<file path="src/rtl/trigger_pkg.sv">
// Shared types and limits for the trigger conditioning blocks.
//   debounce_state_t : debounce FSM states
//   SYNC_STAGES_MIN/MAX, STABLE_CYCLES_MIN : legal parameter bounds
package trigger_pkg;

  typedef enum logic [1:0] {
    S_LOW       = 2'd0,
    S_WAIT_HIGH = 2'd1,
    S_HIGH      = 2'd2,
    S_WAIT_LOW  = 2'd3
  } debounce_state_t;

  localparam int SYNC_STAGES_MIN   = 2;
  localparam int SYNC_STAGES_MAX   = 4;
  localparam int STABLE_CYCLES_MIN = 2;

endpackage

</file>
<file path="src/rtl/trigger_sync_module.sv">
// N-flop level synchronizer for an asynchronous single-bit input.
//   clk : rising-edge clock
//   rst : synchronous active-high reset, clears every stage to 0
//   d   : asynchronous level in
//   q   : d delayed by STAGES clock edges
module trigger_sync_module
  import trigger_pkg::*;
#(
  parameter int STAGES = 2
) (
  input  logic clk,
  input  logic rst,
  input  logic d,
  output logic q
);

  logic [STAGES-1:0] sr;

  always_ff @(posedge clk) begin
    if (rst) begin
      sr <= '0;
    end else begin
      sr <= {sr[STAGES-2:0], d};
      assert (STAGES >= SYNC_STAGES_MIN && STAGES <= SYNC_STAGES_MAX);
    end
  end

  assign q = sr[STAGES-1];

endmodule

</file>
<file path="src/rtl/trigger_debounce_module.sv">
// Debounce stage in front of the D trigger: synchronizes raw level d,
// qualifies each change for STABLE_CYCLES consecutive synchronized
// samples, and presents a clean level q with one-cycle rise/fall strobes.
//   clk  : rising-edge clock
//   rst  : synchronous active-high reset
//   d    : raw asynchronous level
//   q    : debounced level
//   rise : one-cycle pulse on the first cycle of q=1
//   fall : one-cycle pulse on the first cycle of q=0
//   busy : a candidate transition is being qualified
//   tq   : push-on/push-off level, flips with every rise
//          (only when TRIGGER_DEBOUNCE_TOGGLE_EN is defined)
module trigger_debounce_module
  import trigger_pkg::*;
#(
  parameter int SYNC_STAGES   = 2,
  parameter int STABLE_CYCLES = 4
) (
  input  logic clk,
  input  logic rst,
  input  logic d,
  output logic q,
  output logic rise,
  output logic fall,
  output logic busy
`ifdef TRIGGER_DEBOUNCE_TOGGLE_EN
  ,output logic tq
`endif
);

  localparam int CNT_W = $clog2(STABLE_CYCLES);
  // Count value seen on the last qualifying sample; the WAIT state is
  // entered with cnt=1 already covering the first new sample.
  localparam logic [CNT_W-1:0] CNT_LAST = CNT_W'(STABLE_CYCLES - 1);

  logic            d_sync;
  debounce_state_t state, state_nxt;
  logic [CNT_W-1:0] cnt, cnt_nxt;
  logic            rise_nxt, fall_nxt;

  trigger_sync_module #(.STAGES(SYNC_STAGES)) u_sync (
    .clk (clk),
    .rst (rst),
    .d   (d),
    .q   (d_sync)
  );

  // State register; strobes are registered so they line up with the
  // first cycle of the new q.
  always_ff @(posedge clk) begin
    if (rst) begin
      state <= S_LOW;
      cnt   <= '0;
      rise  <= 1'b0;
      fall  <= 1'b0;
    end else begin
      state <= state_nxt;
      cnt   <= cnt_nxt;
      rise  <= rise_nxt;
      fall  <= fall_nxt;
      assert (cnt <= CNT_LAST);
      assert (STABLE_CYCLES >= STABLE_CYCLES_MIN);
    end
  end

  // Next-state logic
  always_comb begin
    state_nxt = state;
    cnt_nxt   = cnt;
    rise_nxt  = 1'b0;
    fall_nxt  = 1'b0;
    case (state)
      S_LOW: begin
        if (d_sync) begin
          state_nxt = S_WAIT_HIGH;
          cnt_nxt   = CNT_W'(1);
        end
      end
      S_WAIT_HIGH: begin
        if (!d_sync) begin
          state_nxt = S_LOW;
          cnt_nxt   = '0;
        end else if (cnt == CNT_LAST) begin
          state_nxt = S_HIGH;
          cnt_nxt   = '0;
          rise_nxt  = 1'b1;
        end else begin
          cnt_nxt = cnt + 1'b1;
        end
      end
      S_HIGH: begin
        if (!d_sync) begin
          state_nxt = S_WAIT_LOW;
          cnt_nxt   = CNT_W'(1);
        end
      end
      S_WAIT_LOW: begin
        if (d_sync) begin
          state_nxt = S_HIGH;
          cnt_nxt   = '0;
        end else if (cnt == CNT_LAST) begin
          state_nxt = S_LOW;
          cnt_nxt   = '0;
          fall_nxt  = 1'b1;
        end else begin
          cnt_nxt = cnt + 1'b1;
        end
      end
      default: begin
        state_nxt = S_LOW;
        cnt_nxt   = '0;
      end
    endcase
  end

  // Output decode from the state register only (no path from d)
  always_comb begin
    q    = (state == S_HIGH) || (state == S_WAIT_LOW);
    busy = (state == S_WAIT_HIGH) || (state == S_WAIT_LOW);
  end

`ifdef TRIGGER_DEBOUNCE_TOGGLE_EN
  always_ff @(posedge clk) begin
    if (rst)           tq <= 1'b0;
    else if (rise_nxt) tq <= ~tq;
  end
`endif

endmodule

</file>
<file path="config.mk">
export PLATFORM = sky130hd
export DESIGN_NAME = trigger_debounce_module
export DESIGN_NICKNAME = d
export VERILOG_FILES = /design/src/rtl/trigger_pkg.sv /design/src/rtl/trigger_sync_module.sv /design/src/rtl/trigger_debounce_module.sv
export SDC_FILE = /design/constraint.sdc
export NUM_CORES = 1
export LEC_CHECK = 0
export ABC_CLOCK_PERIOD_IN_PS = 2250
export BUFFER_PORTS_ARGS = -buffer_cell sky130_fd_sc_hd__buf_2
export CAP_MARGIN = 5
export CORE_AREA = 2 2 39 41
export DETAILED_ROUTE_END_ITERATION = 12
export DIE_AREA = 0 0 41 43
export GPL_ROUTABILITY_DRIVEN = 0
export GPL_TIMING_DRIVEN = 0
export PLACE_DENSITY_LB_ADDON = 0.3
export SKIP_LAST_GASP = 1
export SYNTH_ARGS = -nofsm -noshare
export SYNTH_HDL_FRONTEND = slang
export SYNTH_SLANG_ARGS = --single-unit
</file>
<file path="constraint.sdc">
create_clock -name clk -period 2.25 [get_ports clk]
set_clock_uncertainty 0.2 [all_clocks]
set_input_delay 0.45 -clock clk [delete_from_list [all_inputs] [get_ports clk]]
set_output_delay 0.45 -clock clk [all_outputs]
set_load 0.05 [all_outputs]
</file>
### Word level (Yosys, flattened, before mapping)

Cells that the tools add are included.

| cells by class | value |
|---|---|
| equality and inequality tests | 8 |
| multiplexer cells | 13 |
| reduce and logical (&&, ||, !) cells | 7 |
| bitwise gates (word level) | 3 |
| add/sub/neg operators | 1 |

Operators with widths:

| operator | count |
|---|---|
| 2-bit two-way mux | 10 |
| 2-bit case mux with 4 select lines | 2 |
| 2-bit equality test, second input constant | 3 |
| 3-bit OR reduction | 2 |
| 4-bit AND reduction | 1 |
| 3-bit by 2-bit inequality test with 1-bit output, second input constant | 1 |
| 3-bit inequality test, second input constant | 1 |
| 1-bit NOT | 3 |
| 2-bit by 1-bit adder with 2-bit output, second input constant | 1 |
| 2-bit by 1-bit equality test with 1-bit output, second input constant | 1 |
| 2-bit logical NOT | 1 |
| 1-bit logical OR | 2 |
| 2-bit by 1-bit inequality test with 1-bit output, second input constant | 1 |
| 2-bit inequality test, second input constant | 1 |
| 2-bit AND reduction | 1 |
| 1-bit two-way mux | 1 |

| storage, ports and cells | value |
|---|---|
| logic and storage cells | 37 |
| register bits after elaboration | 8 |

### Logic depth before layout (Yosys ltp)

Gate-level depths: netlist of run 1.

| depth | value |
|---|---|
| word-level depth | 4 |
| mapped depth | 3 |
| mapped depth without buffers | 3 |

### Hierarchy

Synthesis of run 1 repeated with hierarchy kept, for this count alone.

| unflattened totals | value |
|---|---|
| cells, all modules | 27 |
| area total of the unflattened synthesis | 295.3 µm² |

Modules (own cells, without submodules):

| module | cells an instance | times used | sequential area each (µm²) | area an instance (µm²) |
|---|---|---|---|---|
| trigger_debounce_module | 23 | 1 | 120.1 | 242.7 |
| trigger_sync_module | 4 | 1 | 40.0 | 52.6 |

### Worst setup path before layout of run 1

OpenSTA, ideal clock, no wires.

| timing | value |
|---|---|
| kind | register to output |
| start | register state[0] |
| end | output port busy |
| stages on the path, launching flop included | 2 |
| buffers on the path | 1 |
| arrival | 0.871 ns |
| data required time | 1.600 ns |
| slack | 0.729 ns |
| cell sequence | dfxtp_1 clkbuf_1 |

| on the way | value |
|---|---|
| cells in the longest elaborated chain, start to end | 2 |

RTL lines:

| element | RTL line | text |
|---|---|---|
| from (decl) | trigger_debounce_module.sv:37 | `debounce_state_t state, state_nxt;` |
| from (signal assigned) | trigger_debounce_module.sv:57 | `state <= state_nxt;` |
| 2-bit by 1-bit equality test with 1-bit output / 2-bit equality test (equally long branches) | trigger_debounce_module.sv:119 | `busy = (state == S_WAIT_HIGH) \|\| (state == S_WAIT_LOW);` |
| 1-bit logical OR (*) | trigger_debounce_module.sv:119 |  |
| to (decl) | trigger_debounce_module.sv:25 | `output logic busy` |

Every way passes the cells marked *; elsewhere a longest branch is shown, timed or not.

### Final worst setup path of run 1

Ends and elaborated chain as after synthesis.

==> results of run 1 <==
## layout make-up
type                       count  area (sq um)  share of cell area
sequential                     8           160               0.409
multi-input combinational     16           141               0.361
timing repair buffer           5          25.0              0.0639
clock buffer                   3          22.5              0.0575
tap                           16          20.0              0.0511
buffer                         3          18.8              0.0479
inverter                       1          3.75             0.00958
## Yosys cell counts
cell type | number | area (sq um)
nand3_1 | 1 | 5.00
nand2_1 | 1 | 3.75
o21a_1 | 1 | 7.51
inv_1 | 1 | 3.75
a211oi_2 | 1 | 12.5
a21bo_1 | 1 | 10.0
clkbuf_1 | 2 | 7.51
a211oi_1 | 1 | 7.51
mux2i_1 | 1 | 10.0
xnor2_2 | 1 | 16.3
a21oi_1 | 1 | 5.00
and2b_2 | 2 | 17.5
or3b_1 | 1 | 8.76
ha_1 | 1 | 12.5
dfxtp_1 | 8 | 160
buf_6 | 1 | 11.3
nor4b_1 | 2 | 17.5
nand3b_1 | 1 | 7.51
## worst reg2reg max path, delay by kind of cell, from the launching register on
family,cells,cell delay [ns]
AOI/OAI and AO/OA,2,0.38
adders and majority gates,1,0.25
DFF,1,0.32
## cells in the final DEF, fill, tap and decap left out
master / Yosys / routed
xnor2_2: 1 / 1
buf_6: 1 / 1
buf_2: 0 / 5
o21a_1: 1 / 1
a21bo_1: 1 / 1
nand2_1: 1 / 1
inv_1: 1 / 1
mux2i_1: 1 / 1
a211oi_1: 1 / 1
clkbuf_1: 2 / 2
nand3_1: 1 / 1
ha_1: 1 / 1
or3b_1: 1 / 1
dfxtp_1: 8 / 8
nor4b_1: 2 / 2
a21oi_1: 1 / 1
clkbuf_4: 0 / 3
a211oi_2: 1 / 1
and2b_2: 2 / 2
nand3b_1: 1 / 1
## kinds of logic (layout without fill, tap and decap cells)
kind of cell | count (synthesis) | count (layout)
AND/OR/NAND/NOR | 8 | 8
AO/OA/AOI/OAI | 5 | 5
XOR/XNOR | 1 | 1
adder cells (fa/ha/maj) | 1 | 1
flip-flops | 8 | 8
multiplexers | 1 | 1
buffers and inverters | 4 | 12
## final timing paths
kind / from / endpoint / slack, ns / cells past startpoint
setup / recovery: state[0]$_SDFFE_PP0P_ / busy / 0.54 / 2
hold / removal: rst / cnt[0]$_SDFFE_PP0P_ / 0.19 / 2
setup reg to reg: cnt[0]$_SDFFE_PP0P_ / cnt[0]$_SDFFE_PP0P_ / 1.02 / 3
hold reg to reg: u_sync.sr[0]$_SDFF_PP0_ / u_sync.sr[1]$_SDFF_PP0_ / 0.26 / 1
## layer usage
layer  vias to the layer above  GRT usage  wire (um)
li1                        116          -          -
met4                         0     0.0600          0
met3                         0     0.0471         42
met2                         8     0.0844        243
met1                        96     0.0814        218
met5                         -          0          0
## through the flow
stage	worst slack [ns]	total power, mW	instances	hold WS (ns)	instance area (sq um)
after global placement	0.817	0.164	49	0.235	369
after CTS	0.521	0.275	52	0.177	392
after global routing	0.457	0.283	52	0.182	392
after detailed placement	0.807	0.165	49	0.240	369
final	0.537	0.267	52	0.187	392
after floorplan	0.729	0.161	28	0.228	324
## power groups by stage
stage | Sequential (mW) | Clock (mW) | Combinational, mW
detailed placement | 0.151 | 0 | 0.0140
global route | 0.148 | 0.119 | 0.0149
global placement | 0.151 | 0 | 0.0133
CTS | 0.148 | 0.113 | 0.0140
floorplan | 0.150 | 0 | 0.0113
finish | 0.148 | 0.105 | 0.0137
==> out/metrics.yaml, run 1 <==
seq_power_share: 0.555
num_vias: 220
period_share: 0.761
vias_per_cell: 4.23
min_period_ns: 1.71
clkPwrFrac: 0.394
clk-insertion-delay-late_ns: 0.25
crit_arrival_ns: 1.06
track_usage: 0.0706
finalHoldViolCount: 0
root_buffer: "clkbuf_4"
cp.required_ns: 1.60
gr-total-overflow: 0
synth_simple_gate_area_share: 0.185
fp.dieW_um: 41
fmax_mhz: 584
synth_top_family_by_area: "simple AND/OR/NAND/NOR gates"
cp_num_buf_inv: 2
maxCapViolCount: 0
grt_pass1_wl_um: 752
route.detailed.drc: 0
drt_iter0_markers: 2
synth_cell_types: 18
setup_viol: 0
cts.clk_slew.worst_paths_ns: 0.05
cts_buffers: 3
crit_slowest_cell: "dfxtp_1"
clock_path_buffers: 2
grt_pass1_vias: 178
wire_per_inst_um: 9.67
syn_area_sq_um: 324
synthesis.yosys.warnings: 0
initial_core_util: 0.234
ant_nets: 0
port_buffers: 5
switching_share: 0.201
yosysSeqAreaShare: 0.494
status: "finished clean"
pwr-share-comb: 0.051
crit_path_max_fanout: 8
ioPinCount: 7
ys_seq_elements: 8
syn_nets: 32
worst_slew_pin_slew_ns: 0.236
slew_viol_final: 0
drive_above_1_share: 0.361
syn_area_per_cell_sq_um: 11.6
powerDensity_nw_per_um2: 681
drt_first_pass_iters: 2
end_kind: "output port"
relSlewSlack: 0.841
syn2layout_area_growth_pct: 20.8
antenna_found_initial: 0
tritoncts: "built"
fin_util: 0.283
worst-setup-path-type: "reg2out"
core_area_sq_um: 1380
setup_tns_ns: 0
dp_hpwl_um: 386
internal_power_mw: 0.213
die_y_um: 43
synthMuxAreaShare: 0.0309
n_antenna_cell: 0
layout.nets: 42
cts_hold_buffers: 0
totalWireLength_um: 503
cpLargestDelayFamily: "flip-flops"
switching_power_mw: 0.0536
syn_inst: 28
grt_max_degree: 10
synthAdderAreaFrac: 0.0386
slowest_delay_ns: 0.45
peakVddDrop_v: 0.000229
leakagePower_nw: 0.162
htree_levels: 1
synth_xor_area_frac: 0.0502
hold_path_class: "in2reg"
rsz0062_at_grt: "false"
clkSinkCount: 8
crit_path_cell_trace: "clkbuf_1, buf_2"
nFillCells: 143
post_cts_buffers: 0
critPathLaunchType: "register"
synth-compound-area-share: 0.131
floorplan.rows: 14
cts_resized: 0
die-area_sq_um: 1760
No activity file was read; power rests on OpenSTA's default activity.
==> inputs of run 2 (changes only) <==
- ABC_AREA: unset -> 1
- ABC_CLOCK_PERIOD_IN_PS: 2250 -> 1700
- clock period: 2.25 -> 1.7 ns (I/O delays scaled with it)
==> out/metrics.yaml, run 2 <==
fmax_mhz: 645
clock_path_buffers: 2  # unchanged
yosysTopAreaCell: "dfxtp_1"  # unchanged
htree_levels: 1  # unchanged
clk-insertion-delay-late_ns: 0.25  # about the same
die_y_um: 43  # unchanged
final_cell_count_no_fill: 66  # was 52
cts.clk_slew.worst_paths_ns: 0.05  # about the same
nFillCells: 159  # was 143
core_area_sq_um: 1380  # unchanged
gr-total-overflow: 0  # unchanged
tritoncts: "built"  # unchanged
drt_iter0_markers: 3  # was 2
crit_path_max_fanout: 6  # was 8
vias_per_cell: 3.80  # was 4.23
synth_simple_gate_area_share: 0.237  # was 0.185
period_share: 0.912
ioPinCount: 7  # unchanged
slew_viol_final: 0  # unchanged
cts_resized: 0  # unchanged
syn_inst: 41  # was 28
yosysSeqAreaShare: 0.514  # was 0.494
netlist_top_cells_area: "dfxtp_1, inv_1, nand2_1, nor2_1, nand2_2"  # was dfxtp_1, and2b_2, nor4b_1, xnor2_2, a211oi_2
leakagePower_nw: 0.197  # was 0.162 nW
layout_common_cells: "inv_1, dfxtp_1, nor2_1, nand2_1, buf_2"  # was dfxtp_1, buf_2, clkbuf_4
syn_nets: 45  # was 32
synthesis.yosys.warnings: 0  # unchanged
num_vias: 251  # was 220
root_buffer: "clkbuf_4"  # unchanged
synthTopCellsByCount: "dfxtp_1, inv_1, nand2_1, nor2_1, nand2_2"  # was dfxtp_1, and2b_2, clkbuf_1, nor4b_1
hold_path_class: "in2reg"  # unchanged
drt_first_pass_iters: 4  # was 2
track_usage: 0.0724  # was 0.0706
wire_per_inst_um: 6.94  # was 9.67 um
cts_hold_buffers: 0  # unchanged
peakVddDrop_v: 0.000356  # was 0.000229 V
dp_hpwl_um: 353  # was 386 um
grt_max_degree: 7  # was 10
synth_xor_area_frac: 0  # was 0.0502
synth_cell_types: 12  # was 18
maxCapViolCount: 0  # unchanged
setup_tns_ns: 0  # unchanged
critPathLaunchType: "register"  # unchanged
dpl.cell_count: 63  # was 49
synth_top_family_by_area: "simple AND/OR/NAND/NOR gates"  # unchanged
fp.dieW_um: 41  # unchanged
synth_top_area_share: 0.514  # was 0.494
worst_slew_pin_slew_ns: 0.247  # was 0.236 ns
floorplan.rows: 14  # unchanged
fin_util: 0.278  # was 0.283
rsz0062_at_grt: "false"  # unchanged
worst-setup-path-type: "reg2out"  # unchanged
ys_seq_elements: 8  # unchanged
stdcell_area_sq_um: 384  # was 392 sq um
drive_above_1_share: 0.300  # was 0.361
ys.flop_type: "dfxtp_1"  # unchanged
post_cts_buffers: 0  # unchanged
syn_area_sq_um: 312  # was 324 sq um
layout.nets: 56  # was 42
cts_buffers: 3  # unchanged
ant_nets: 0  # unchanged
syn2layout_area_growth_pct: 23.3  # was 20.8%
antenna_found_initial: 0  # unchanged
synth-compound-area-share: 0.0643  # was 0.131
setup_viol: 0  # unchanged
syn_area_per_cell_sq_um: 7.60  # was 11.6 sq um
totalWireLength_um: 458  # was 503 um
synth-edff-count: 0  # unchanged
route.detailed.drc: 0  # unchanged
async_reset_ff_frac: 0  # unchanged
synthMuxAreaShare: 0  # was 0.0309
min_period_ns: 1.55
cp.required_ns: 1.16  # was 1.60 ns
end_kind: "output port"  # unchanged
port_buffers: 6  # was 5
status: "finished clean"  # unchanged
initial_core_util: 0.225  # was 0.234
placed_area_sq_um: 362  # was 369 sq um
powerDensity_nw_per_um2: 917  # was 681 nW/um^2
synthAdderAreaFrac: 0.0402  # was 0.0386
crit_arrival_ns: 1.01  # was 1.06 ns
relSlewSlack: 0.836  # was 0.841
grt_pass1_wl_um: 724  # was 752 um
clkSinkCount: 8  # unchanged
die-area_sq_um: 1760  # unchanged
grt_pass1_vias: 196  # was 178
n_antenna_cell: 0  # unchanged
finalHoldViolCount: 0  # unchanged
## run 2: cell count changes in the layout (fill, tap and decap cells not counted), sizes merged, moves of 2 or more
cell	previous run	this run
a211oi	2	0
and2b	2	0
inv	1	10
nand2	1	9
nor2	0	6
nor4b	2	0
## run 2: critical path: stages (launching register included)
cell and delay, ns:
dfxtp_1 0.41, clkbuf_1 0.10, buf_2 0.25
## run 2: cell families after synthesis
family,Yosys count
and+or+nand+nor,17
adders and majority gates,1
AOI/OAI and AO/OA,3
DFF,8
buffers and inverters,12
## run 2: final cells by class
class                           count  area [sq um]  area share
Sequential cell                     8           160       0.417
Multi-Input combinational cell     21           106       0.277
Inverter                           10          37.5      0.0977
Timing Repair Buffer                6          30.0      0.0782
Clock buffer                        3          22.5      0.0586
Tap cell                           16          20.0      0.0521
Buffer                              2          7.51      0.0195
## run 2: power breakdown
part | total, mW | switching (mW) | internal, mW
sequential | 0.195 | 0.00269 | 0.192
clock | 0.140 | 0.0591 | 0.0804
combinational | 0.0179 | 0.0113 | 0.00660
## run 2: through the flow
step                      power, mW  setup slack (ns)  hold WS, ns
after floorplan               0.211             0.322        0.188
final                         0.352             0.150       0.0906
after global routing          0.374            0.0875       0.0816
after CTS                     0.362             0.138       0.0834
after detailed placement      0.217             0.416        0.198
after global placement        0.216             0.417        0.189
## run 2: metal layers
layer	wire length (um)	vias to the layer above	GRT usage
li1	-	139	-
met1	224	101	0.0710
met2	177	9	0.0813
met3	39	2	0.0785
met4	17	0	0.0600
met5	0	-	0
## run 2: path summary, 6_finish.rpt
kind / start / endpoint / slack (ns) / depth (start not counted)
worst max-delay path: state[0]$_SDFFE_PP0P_ / busy / 0.15 / 2
worst min-delay path: rst / cnt[1]$_SDFFE_PP0P_ / 0.09 / 2
worst max register to register: cnt[0]$_SDFFE_PP0P_ / cnt[0]$_SDFFE_PP0P_ / 0.55 / 6
worst min register to register: u_sync.sr[0]$_SDFF_PP0_ / u_sync.sr[1]$_SDFF_PP0_ / 0.20 / 2
